File: config.mk
export PLATFORM = sky130hd
export DESIGN_NAME = bomb_status
export DESIGN_NICKNAME = d
export VERILOG_FILES = /design/src/rtl/bomb_status.sv
export SDC_FILE = /design/constraint.sdc
export NUM_CORES = 1
export LEC_CHECK = 0
export ABC_AREA = 1
export CAP_MARGIN = 25
export CORE_ASPECT_RATIO = 1.5
export CORE_UTILIZATION = 48
export DETAILED_ROUTE_END_ITERATION = 8
export HOLD_SLACK_MARGIN = 0.1
export MAX_ROUTING_LAYER = met4
export PLACE_DENSITY = 0.84
export SLEW_MARGIN = 25
export SYNTH_ARGS = -nofsm -noshare
export SYNTH_HDL_FRONTEND = slang
export SYNTH_SLANG_ARGS = --single-unit
File: constraint.sdc
create_clock -name clock -period 4 [get_ports clock]
set_input_delay 1 -clock clock [delete_from_list [all_inputs] [get_ports clock]]
set_output_delay 1 -clock clock [all_outputs]
set_load 0.005 [all_outputs]
File: src/rtl/bomb_status.sv
// -----------------------------------------------------------------------------
// bomb_status
//
// Central game-state keeper for the bomb. It tracks whether the bomb is idle,
// armed, defused (won) or detonated. It also counts strikes, records which
// puzzle modules are solved, and drives the strike indicator pulse.
//
// Parameters
//   NUM_MODULES  : number of puzzle-module channels (1..16)
//   MAX_STRIKES  : strike count that detonates the bomb (1..2^STRIKE_W-1)
//   STRIKE_W     : width of strike_count
//   FLASH_CYCLES : strike_flash pulse length in clocks (>=1)
//
// Ports
//   clock         in   single clock, rising-edge active
//   reset         in   synchronous, active-high reset
//   start         in   arm request, honoured only while idle
//   explode_timer in   countdown-expired level/pulse from the timer block
//   strike        in   [NUM_MODULES] per-module wrong-action pulses
//   solved        in   [NUM_MODULES] per-module solved pulses
//   armed         out  high while armed
//   game_over     out  high once exploded
//   game_won      out  high once every module is solved
//   strike_count  out  [STRIKE_W] accepted strikes, saturating at MAX_STRIKES
//   solved_mask   out  [NUM_MODULES] sticky record of solved modules
//   cause         out  [2] explosion cause: 00 none, 01 timer, 10 strikes
//   strike_flash  out  strike indicator pulse for display/buzzer
//   freeze_timer  out  high when won or exploded; halts the countdown
//
// All outputs come straight from flops. An input event sampled on edge n is
// visible on the outputs right after that edge.
// -----------------------------------------------------------------------------
module bomb_status #(
  parameter int NUM_MODULES  = 4,
  parameter int MAX_STRIKES  = 3,
  parameter int STRIKE_W     = 2,
  parameter int FLASH_CYCLES = 16
) (
  input  logic                   clock,
  input  logic                   reset,
  input  logic                   start,
  input  logic                   explode_timer,
  input  logic [NUM_MODULES-1:0] strike,
  input  logic [NUM_MODULES-1:0] solved,
  output logic                   armed,
  output logic                   game_over,
  output logic                   game_won,
  output logic [STRIKE_W-1:0]    strike_count,
  output logic [NUM_MODULES-1:0] solved_mask,
  output logic [1:0]             cause,
  output logic                   strike_flash,
  output logic                   freeze_timer
);

  // The sum is computed wide enough to hold the old count plus up to 16
  // simultaneous strikes. Saturation therefore never depends on a wrapped value.
  localparam int CNT_W   = STRIKE_W + 5;
  localparam int FLASH_W = $clog2(FLASH_CYCLES + 1);

  localparam logic [CNT_W-1:0]    MAX_WIDE  = CNT_W'(MAX_STRIKES);
  localparam logic [STRIKE_W-1:0] MAX_COUNT = STRIKE_W'(MAX_STRIKES);
  localparam logic [FLASH_W-1:0]  FLASH_LEN = FLASH_W'(FLASH_CYCLES);

  localparam logic [1:0] CAUSE_NONE    = 2'b00;
  localparam logic [1:0] CAUSE_TIMER   = 2'b01;
  localparam logic [1:0] CAUSE_STRIKES = 2'b10;

  typedef enum logic [1:0] {
    S_IDLE,
    S_ARMED,
    S_WON,
    S_EXPLODED
  } state_t;

  // ---------------------------------------------------------------------------
  // State and output registers
  // ---------------------------------------------------------------------------
  state_t                 r_state;
  logic [STRIKE_W-1:0]    r_strike_count;
  logic [NUM_MODULES-1:0] r_solved_mask;
  logic [1:0]             r_cause;
  logic [FLASH_W-1:0]     r_flash_cnt;
  logic                   r_strike_flash;
  logic                   r_armed;
  logic                   r_game_over;
  logic                   r_game_won;
  logic                   r_freeze_timer;

  // ---------------------------------------------------------------------------
  // Next-state values
  // ---------------------------------------------------------------------------
  state_t                 w_state_next;
  logic [STRIKE_W-1:0]    w_count_next;
  logic [NUM_MODULES-1:0] w_mask_next;
  logic [1:0]             w_cause_next;
  logic [FLASH_W-1:0]     w_flash_cnt_next;
  logic [NUM_MODULES-1:0] w_accepted;
  logic [CNT_W-1:0]       w_popcount;
  logic [CNT_W-1:0]       w_sum;

  // ---------------------------------------------------------------------------
  // Next-state / next-output logic
  // ---------------------------------------------------------------------------
  // NOTE: every signal driven here gets a default before the case statement.
  // A path that skipped an assignment would otherwise infer a latch.
  always_comb begin
    w_state_next     = r_state;
    w_count_next     = r_strike_count;
    w_mask_next      = r_solved_mask;
    w_cause_next     = r_cause;
    w_flash_cnt_next = r_flash_cnt;
    w_accepted       = '0;
    w_popcount       = '0;
    w_sum            = '0;

    unique case (r_state)
      S_IDLE: begin
        // Strikes, solves and the timer mean nothing before the bomb is armed.
        if (start) begin
          w_state_next = S_ARMED;
        end
      end

      S_ARMED: begin
        w_mask_next = r_solved_mask | solved;

        // The mask after the update is used here. A module that solves and
        // strikes in the same cycle is therefore already safe, and its strike
        // is dropped.
        w_accepted = strike & ~w_mask_next;

        for (int i = 0; i < NUM_MODULES; i++) begin
          w_popcount = w_popcount + CNT_W'(w_accepted[i]);
        end

        w_sum = CNT_W'(r_strike_count) + w_popcount;
        if (w_sum >= MAX_WIDE) begin
          w_count_next = MAX_COUNT;
        end else begin
          w_count_next = w_sum[STRIKE_W-1:0];
        end

        // Any accepted strike reloads the full pulse length. The count then
        // runs down to zero, and the flash stays high while it is non-zero.
        if (|w_accepted) begin
          w_flash_cnt_next = FLASH_LEN;
        end else if (r_flash_cnt != '0) begin
          w_flash_cnt_next = r_flash_cnt - 1'b1;
        end

        // Explosion beats winning. The timer is named as the cause when it
        // coincides with the final strike.
        if (explode_timer) begin
          w_state_next     = S_EXPLODED;
          w_cause_next     = CAUSE_TIMER;
          w_flash_cnt_next = '0;
        end else if (w_count_next == MAX_COUNT) begin
          w_state_next     = S_EXPLODED;
          w_cause_next     = CAUSE_STRIKES;
          w_flash_cnt_next = '0;
        end else if (&w_mask_next) begin
          w_state_next     = S_WON;
          w_flash_cnt_next = '0;
        end
      end

      // WON and EXPLODED are terminal: every recorded value holds until reset.
      default: begin
        w_flash_cnt_next = '0;
      end
    endcase
  end

  // ---------------------------------------------------------------------------
  // Registers
  // ---------------------------------------------------------------------------
  // NOTE: sequential state uses non-blocking assignments only. Every flop then
  // samples its pre-edge inputs, whatever order the statements are written in.
  always_ff @(posedge clock) begin
    if (reset) begin
      r_state        <= S_IDLE;
      r_strike_count <= '0;
      r_solved_mask  <= '0;
      r_cause        <= CAUSE_NONE;
      r_flash_cnt    <= '0;
      r_strike_flash <= 1'b0;
      r_armed        <= 1'b0;
      r_game_over    <= 1'b0;
      r_game_won     <= 1'b0;
      r_freeze_timer <= 1'b0;
    end else begin
      r_state        <= w_state_next;
      r_strike_count <= w_count_next;
      r_solved_mask  <= w_mask_next;
      r_cause        <= w_cause_next;
      r_flash_cnt    <= w_flash_cnt_next;
      r_strike_flash <= (w_flash_cnt_next != '0);
      r_armed        <= (w_state_next == S_ARMED);
      r_game_over    <= (w_state_next == S_EXPLODED);
      r_game_won     <= (w_state_next == S_WON);
      r_freeze_timer <= (w_state_next == S_WON) || (w_state_next == S_EXPLODED);
    end
  end

  // ---------------------------------------------------------------------------
  // Outputs
  // ---------------------------------------------------------------------------
  assign armed        = r_armed;
  assign game_over    = r_game_over;
  assign game_won     = r_game_won;
  assign strike_count = r_strike_count;
  assign solved_mask  = r_solved_mask;
  assign cause        = r_cause;
  assign strike_flash = r_strike_flash;
  assign freeze_timer = r_freeze_timer;

endmodule

==> Yosys cells after proc, flatten, opt, wreduce, memory -nomap -nowiden <==
Cells that the tools add are included.
{ "op_classes": {"n_mux": 15, "n_reduce_logical": 8, "n_bitwise": 3, "eq_ne": 5, "n_addsub": 5, "n_lt_le_gt_ge": 1} }
{ "ops": {"columns": ["op", "n"], "rows": [
  ["5-bit two-way mux", 5],
  ["2-bit two-way mux", 8],
  ["5-bit one-hot mux with 2 select lines", 1],
  ["5-bit nonzero test", 2],
  ["2-bit == test, second input constant", 3],
  ["2-bit by 4-bit adder with 5-bit output", 1],
  ["5-bit by 2-bit >= comparator with 1-bit output, second input constant", 1],
  ["5-bit by 1-bit subtractor with 5-bit output, second input constant", 1],
  ["3-bit by 1-bit adder with 4-bit output", 1],
  ["4-bit AND", 1],
  ["2-bit by 1-bit == test with 1-bit output, second input constant", 2],
  ["4-bit inverter", 1],
  ["4-bit bitwise OR", 1],
  ["2-bit one-hot mux with 2 select lines", 1],
  ["4-bit AND reduction", 1],
  ["4-bit OR reduction", 1],
  ["2-bit by 1-bit adder with 3-bit output", 1],
  ["1-bit by 1-bit adder with 2-bit output", 1],
  ["2-bit logical NOT", 1],
  ["2-bit AND reduction", 1],
  ["2-bit nonzero test", 1],
  ["1-bit logical OR", 1]
]} }
{ "totals": {"input_bits": 12, "reg_bits": 20, "out_inout_bits": 13} }

==> Depth between registers and ports, before layout <==
Gate-level depths: netlist (run 1).
{ "logic_depth": {"depth_word": 16, "mapped_depth": 17, "ltp_nobuf": 17} }

==> Worst setup path after synthesis (run 1) <==
Ideal clock, no wire load.
{ "synth_timing": {"kind": "input to register", "startpoint": "input port solved[0]", "endpoint": "register r_strike_flash, in the netlist strike_flash", "path_slack_ns": 0.761, "n_path_buf": 0, "t_required_ns": 3.935, "arrival_ns": 3.174, "setup_time_ns": 0.065, "cell_stages": 17, "cell_sequence": "nor2_2 > nand2_2 > fa_1 > fa_1 > inv_1 > fa_1 > nand2_1 > nand3_1 > inv_1 > nand2_4 > inv_2 > nand3_1 > nand2_1 > nor2_1 > nand2_1 > nor2_1 > nor2_1"} }
{ "synth_between": {"elab_chain_len": 15, "elab_cells_between_ends": 19} }
{ "synth_lines": {"columns": ["element", "line", "rtl"], "rows": [
  ["start: declaration", "44", "input logic [NUM_MODULES-1:0] solved,"],
  ["4-bit bitwise OR (*)", "125", "w_mask_next = r_solved_mask | solved;"],
  ["4-bit inverter", "130", "w_accepted = strike & ~w_mask_next;"],
  ["4-bit AND", "130", null],
  ["1-bit by 1-bit adder with 2-bit output", "133", "w_popcount = w_popcount + CNT_W'(w_accepted[i]);"],
  ["2-bit by 1-bit adder with 3-bit output", "133", null],
  ["3-bit by 1-bit adder with 4-bit output", "133", null],
  ["2-bit by 4-bit adder with 5-bit output", "136", "w_sum = CNT_W'(r_strike_count) + w_popcount;"],
  ["5-bit by 2-bit >= comparator with 1-bit output", "137", "if (w_sum >= MAX_WIDE) begin"],
  ["2-bit two-way mux", "137", null],
  ["2-bit two-way mux", "116", "unique case (r_state)"],
  ["2-bit == test", "157", "end else if (w_count_next == MAX_COUNT) begin"],
  ["5-bit two-way mux (*)", "157", null],
  ["5-bit two-way mux (*)", "153", "if (explode_timer) begin"],
  ["5-bit one-hot mux with 2 select lines (*)", "116", null],
  ["5-bit nonzero test (*)", "197", "r_strike_flash <= (w_flash_cnt_next != '0);"],
  ["end signal: assignment", "197", null],
  ["end: declaration", "83", "logic r_strike_flash;"]
]} }
Mark *: on every way between the ends. The rest lies on a longest branch, timed or not. The select of a mux whose other input is x is not followed.
A chain may end at the register's enable or synchronous reset.

==> Worst setup path after layout (run 1) <==
Ends and elaborated chain as after synthesis.

==> results of run 1 <==
-- power groups by stage --
| stage | registers, mW | clock network (mW) | logic [mW] |
|---|---|---|---|
| floorplan | 0.231 | 0 | 0.0765 |
| global placement | 0.230 | 0 | 0.127 |
| detailed placement | 0.230 | 0 | 0.132 |
| CTS | 0.226 | 0.167 | 0.133 |
| global route | 0.228 | 0.178 | 0.148 |
| finish | 0.226 | 0.167 | 0.132 |
-- layout by cell type, fill, tap and decap left out, types with 2 or more instances in the layout --
cell and n:
clkbuf_4 3, nor2_2 5, o21ai_0 4, nand2_1 31, fa_1 3, inv_2 3
inv_1 27, dfxtp_1 20, nor2_1 17, a211oi_1 3, nand2_2 8, nand3_1 4
a31oi_1 2, nand4_1 3, nand3_2 2, a21oi_1 8, clkdlybuf4s50_1 24
-- through the flow --
stage                     std cells  power [mW]  utilization, %
after floorplan                 148       0.308               -
after global placement          193       0.357            64.4
after detailed placement        193       0.362            64.4
after CTS                       197       0.526            66.9
after global routing            197       0.554            66.9
final                           197       0.525            66.9
-- flip-flops by register name, indices dropped and copies added, names as in the netlist --
name and flops:
r_flash_cnt 5, strike_flash 1, game_over 1, r_state 2, game_won 1, armed 1, freeze_timer 1, strike_count 2
cause 2, solved_mask 4
-- critical path, stage by stage --
cell and delay, ns:
clkdlybuf4s50_1 0.44, nor2_2 0.16, nand2_2 0.09, fa_1 0.48, fa_1 0.37, inv_1 0.08, fa_1 0.43, nand2_1 0.08
nand3_1 0.08, inv_1 0.12, nand2_4 0.06, inv_2 0.07, nand4_1 0.08, nand2_1 0.07, inv_1 0.05, nand2_1 0.06
nor2_1 0.04, nor2_1 0.07
-- cells by family (layout without fill, tap and decap cells) --
kind of cell | Yosys count | in the layout | synth area share, %
buffers and inverters | 31 | 58 | 10.8
and+or+nand+nor | 74 | 74 | 34.3
xor gates and xnor gates | 1 | 1 | 0.816
AOI/OAI and AO/OA | 18 | 18 | 10.0
adders and majority gates | 4 | 4 | 6.76
DFF | 20 | 20 | 37.3
-- worst min-delay path by stage --
stage               slack (ns)      from        to
global route              0.51  cause[1]  cause[1]
floorplan                 0.46  cause[1]  cause[1]
global placement          0.46  cause[1]  cause[1]
CTS                       0.50  cause[1]  cause[1]
detailed placement        0.47  cause[1]  cause[1]
finish                    0.50  cause[1]  cause[1]
-- per-layer routing --
metal	up-vias	track usage, %	share of wire, %
met5	-	-	0
met4	0	8.57	2.1
met3	6	3.35	2.0
met2	12	39.0	56
met1	438	22.0	40
li1	510	-	-
-- cell type report --
cell class,count,area [um^2]
Tap cell,22,27.5
Fill cell,191,687
Clock inverter,1,30.0
Clock buffer,3,22.5
Multi-Input combinational cell,97,557
Inverter,30,113
Timing Repair Buffer,24,240
Sequential cell,20,400
==> reports/results.tsv, run 1 <==
stage	metric	value	unit
timing	max_slew headroom	63.4	%
power	Reg power frac	43.0	%
floorplan	initial core utilization	51.7	%
cts	# resized after CTS	0	
power	Internal Pwr Total	378	uW
synth	Synth Register Bits	20	
worst_setup_path	Reg2Reg Setup Slack	1.20	ns
finish	final net count	192	
timing	RSZ-0062 raised after global routing	no	
routing	drt pass-1 iters	4	
synth	syn_nets	164	
synth	Mapped Area	1070	um^2
routing	Routed Antenna Nets	0	
power	NetSw	147	uW
cts	CTS tree	built	
global_route	first-pass GRT wire length	3.59	mm
floorplan	core area	2080	um^2
cts	post-CTS setup buffers	0	
cts	CTS Sinks	20	
timing	Slew Viols, Final	0	
outcome	status	finished clean	
routing	initial DRC count	23	
floorplan	Rows	20	
synth	Post-synth EDFFs	0	
worst_setup_path	Critical Path Source	solved[0]	
synth	post-synthesis sequential area ratio	37.3	%
power	Static Leak	0.665	nW
synth	Avg Cell Area, Syn	7.25	um^2
worst_setup_path	FF-to-FF path depth	17	
global_route	GRT overflow	0	
routing	routed wire length	2.14	mm
timing	Setup TNS	0	ns
synth	count of cell types in the netlist	23	
power	PD cells	378	nW/um^2
synth	post-synth top area share	37.3	%
timing	final hold slack	0.497	ns
power	Comb power frac	25.1	%
cts	Inserted Clock Buffers	3	
worst_setup_path	Critical path destination	strike_flash	
power	Clock power frac	31.9	%
global_route	number of global-route vias before repair	924	
synth	Post-synth top flop	dfxtp_1	
synth	post-synthesis cell type with the largest combined area	dfxtp_1	
timing	Slew @ Worst Pin	0.548	ns
worst_setup_path	crit path DAT	3.83	ns
finish	Final Instance Area	1390	um^2
synth	top cells by area, synth	dfxtp_1 37%, nand2_1 11%, inv_1 9.4%	
min_path	WHS Path Cells	2	
cts	CTS Hold Bufs	0	
synth	top-count cell post-synth	nand2_1	
finish	share of post-route cells with drive strength above 1	14.9	%
job	number of max-cap violations	0	
worst_setup_path	reg2reg start	solved_mask[0]	
worst_setup_path	critical path launch point type	input pin	
place	Port Buffers	24	
worst_setup_path	CP Capture Type	register	
power	Sw Share	27.9	%
floorplan	height of the die	59.9	um
routing	vias per cell	4.90	
worst_setup_path	required time of the critical path	4.25	ns
worst_setup_path	reg2reg end	strike_flash	
place	DP HPWL	1.74	mm
place	routability cong.	0.823	
synth	cells after synthesis	148	
worst_setup_path	Max Fanout on Critical Path	4	
min_path	Hold Crit Class	register to register	
global_route	Tot GR Track Use	21.7	%
finish	P&R area growth vs syn	29.5	%
worst_setup_path	CP Class	input pin to register	
synth	Yosys warnings	0	
cts	Root Buffer	clkbuf_4	
global_route	initial antenna violation count	0	
floorplan	num ports	25	
synth	async set-reset flop share out of synthesis	0	%
timing	Final Setup Violations	0	
timing	Final Hold Violating Endpoints	0	
floorplan	Die W	40.6	um
timing	Worst Clk Skew	0.00477	ns
global_route	largest net degree at the start of global routing	16	
routing	routed length per instance	10.8	um
synth	most frequent cells after synthesis	31 x nand2_1, 27 x inv_1, 20 x dfxtp_1, 17 x nor2_1	
floorplan	die area	2430	um^2
timing	fmax	0.279	GHz
routing	vias	966	
cts	H-tree Lvls	1	
place	DP Area	1340	um^2
finish	n_diodes	0	
timing	Final period util	89.6	%
timing	worst setup margin	0.416	ns
cts	clk buf depth	2	
cts	Clk pin slew, worst setup/hold paths	0.12	ns
timing	fin crit period	3.58	ns
routing	# DRC	0	
cts	Worst-Skew Late Latency	0.30	ns
power	VDD IR max	0.335	mV
place	dpl ws	0.0929	ns
Note: power is estimated with default switching activity, not from simulation.
==> run 2, diff against run 1 <==
--- a/config.mk
+++ b/config.mk
@@ -5,10 +5,10 @@
 export SDC_FILE = /design/constraint.sdc
 export NUM_CORES = 1
 export LEC_CHECK = 0
-export ABC_AREA = 1
+export ABC_AREA = 0
 export CAP_MARGIN = 25
 export CORE_ASPECT_RATIO = 1.5
-export CORE_UTILIZATION = 48
+export CORE_UTILIZATION = 47
 export DETAILED_ROUTE_END_ITERATION = 8
 export HOLD_SLACK_MARGIN = 0.1
 export MAX_ROUTING_LAYER = met4
==> reports/results.tsv, run 2 <==
stage	metric	value	unit
outcome	status	finished clean	
cts	CTS Hold Bufs	0	
finish	Top reg by flops	r_flash_cnt	
timing	Worst Clk Skew	0.00586	ns
finish	Layout Cells excl Fill	170	
floorplan	Rows	20	
synth	post-synthesis compound-gate area fraction	20.8	%
timing	fmax	0.264	GHz
place	DP HPWL	1.61	mm
routing	Routed Antenna Nets	0	
timing	final hold slack	0.534	ns
power	VDD IR max	0.273	mV
synth	post-synthesis sequential area ratio	40.3	%
timing	worst setup margin	0.209	ns
synth	adder-cell area share of the yosys netlist	7.30	%
power	PD cells	401	nW/um^2
place	routability cong.	0.810	
routing	routed wire length	2.48	mm
worst_setup_path	CP Capture Type	register	
timing	Slew Viols, Final	0	
floorplan	height of the die	58.3	um
worst_setup_path	CP Class	input pin to register	
global_route	largest net degree at the start of global routing	21	
synth	Post-synth EDFFs	0	
synth	Synth Register Bits	20	
worst_setup_path	CP top delay family	adder cells	
finish	most frequent cells in the layout	20 x dfxtp_1, 20 x clkdlybuf4s50_1, 19 x nor2_1	
synth	most frequent cells after synthesis	20 x dfxtp_1, 20 x nor2_1, 11 x inv_1, 7 x a21oi_1, 6 x nor3b_1	
worst_setup_path	crit-path most repeated cell	inv_2	
worst_setup_path	critical path launch point type	input pin	
routing	vias per cell	5.48	
worst_setup_path	crit path DAT	4.02	ns
place	Port Buffers	24	
synth	count of cell types in the netlist	31	
min_path	Hold Crit Class	register to register	
global_route	initial antenna violation count	0	
worst_setup_path	Max Fanout on Critical Path	4	
finish	Final Instance Area	1490	um^2
timing	Final period util	94.8	%
finish	Largest register FFs	5	
timing	Slew @ Worst Pin	0.773	ns
cts	Root Buffer	clkbuf_4	
power	Static Leak	0.593	nW
worst_setup_path	required time of the critical path	4.23	ns
routing	drt pass-1 iters	4	
global_route	Tot GR Track Use	22.9	%
floorplan	core area	2000	um^2
synth	async set-reset flop share out of synthesis	0	%
cts	H-tree Lvls	1	
routing	# DRC	0	
place	DP Area	1320	um^2
synth	post-synthesis cell type with the largest combined area	dfxtp_1	
place	dpl ws	-0.388	ns
global_route	GRT overflow	0	
finish	n_diodes	0	
global_route	number of global-route vias before repair	895	
floorplan	die area	2310	um^2
floorplan	Die W	39.5	um
timing	Setup TNS	0	ns
cts	Inserted Clock Buffers	3	
synth	Post-Synth XOR/XNOR Area	0	%
timing	RSZ-0062 raised after global routing	no	
cts	Clk pin slew, worst setup/hold paths	0.12	ns
cts	Worst-Skew Late Latency	0.31	ns
floorplan	initial core utilization	49.6	%
routing	initial DRC count	33	
finish	P&R area growth vs syn	49.9	%
synth	Yosys warnings	0	
synth	Post-synth top flop	dfxtp_1	
synth	mux contribution to synthesized area	2.02	%
worst_setup_path	slowest cell on the critical path	fa_1	
cts	clk buf depth	2	
worst_setup_path	Cell Chain, Critical Path	dlymetal6s2s_1, nor3b_4, inv_2, fa_1, fa_2, inv_2, fa_1, inv_2, o221ai_4, buf_4, o41ai_4, a22oi_2, and3_1, a31oi_1	
global_route	first-pass GRT wire length	3.70	mm
synth	main combinational cell family by area after synthesis	simple AND/OR/NAND/NOR gates	
finish	share of post-route cells with drive strength above 1	23.6	%
synth	simple-gate share of the synthesized area	23.6	%
synth	syn_nets	125	
finish	Final Util	74.4	%
place	placed cells	161	
power	Pwr Total	597	uW
worst_setup_path	largest stage delay on the critical path	0.48	ns
routing	vias	932	
finish	fillers	137	
synth	top cells by area, synth	dfxtp_1 40%, nor2_1 7.6%, fa_1 6.0%	
timing	max_slew headroom	48.3	%
cts	CTS tree	built	
timing	Final Setup Violations	0	
finish	final net count	165	
synth	post-synth top area share	40.3	%
cts	CTS Sinks	20	
job	number of max-cap violations	0	
synth	Avg Cell Area, Syn	9.11	um^2
timing	fin crit period	3.79	ns
routing	routed length per instance	14.6	um
synth	Mapped Area	993	um^2
timing	Final Hold Violating Endpoints	0	
synth	cells after synthesis	109	
floorplan	num ports	25	
worst_setup_path	worst path bufs/invs	5	
run 2: what timing repair did:
item	4_1_cts	5_1_grt
cloned	0	0
endpoints found under the setup margin	1	2
setup buffers	0	5
resized for setup	2	14
pin swaps	1	12
run 2: final cells by class:
type / count / area (um^2) / share of cell area (%)
flip-flops and latches: 20 / 400 / 26.9
repair buffers: 39 / 375 / 25.2
multi-input cells: 73 / 588 / 39.5
inverters: 12 / 45.0 / 3.03
well taps: 22 / 27.5 / 1.85
clock buffers: 3 / 22.5 / 1.51
clock inverters: 1 / 30.0 / 2.02
run 2: tightest hold or removal path: cells and delay by family (launching register included):
kind | cells | cell delay, ns
flops | 1 | 0.35
simple gates | 1 | 0.08
compound gates | 1 | 0.07
run 2: where the power goes:
part | internal (mW) | switching [mW]
logic | 0.110 | 0.0906
clock network | 0.101 | 0.0666
registers | 0.215 | 0.0145
total | 0.426 | 0.172
run 2: worst paths after layout:
check	depth (start not counted)	slack, ns	to	from
worst max-delay path	14	0.21	strike_flash	solved[2]
worst min-delay path	2	0.53	cause[0]	cause[0]
worst max register to register	13	0.71	strike_flash	solved_mask[2]
worst min register to register	2	0.53	cause[0]	cause[0]
run 2: logic make-up (layout without fill, tap and decap cells):
group | after synthesis | after routing
buffers and inverters | 16 | 55
adders and majority gates | 4 | 4
AOI/OAI and AO/OA | 25 | 25
and+or+nand+nor | 42 | 42
muxes | 2 | 2
DFF | 20 | 20
run 2: routing by layer:
layer | vias up | GRT usage [%] | share of wire (%)
met2 | 30 | 37.2 | 54
met5 | - | - | 0
met4 | 0 | 11.8 | 2.7
li1 | 459 | - | -
met3 | 6 | 2.64 | 3.6
met1 | 437 | 26.4 | 40
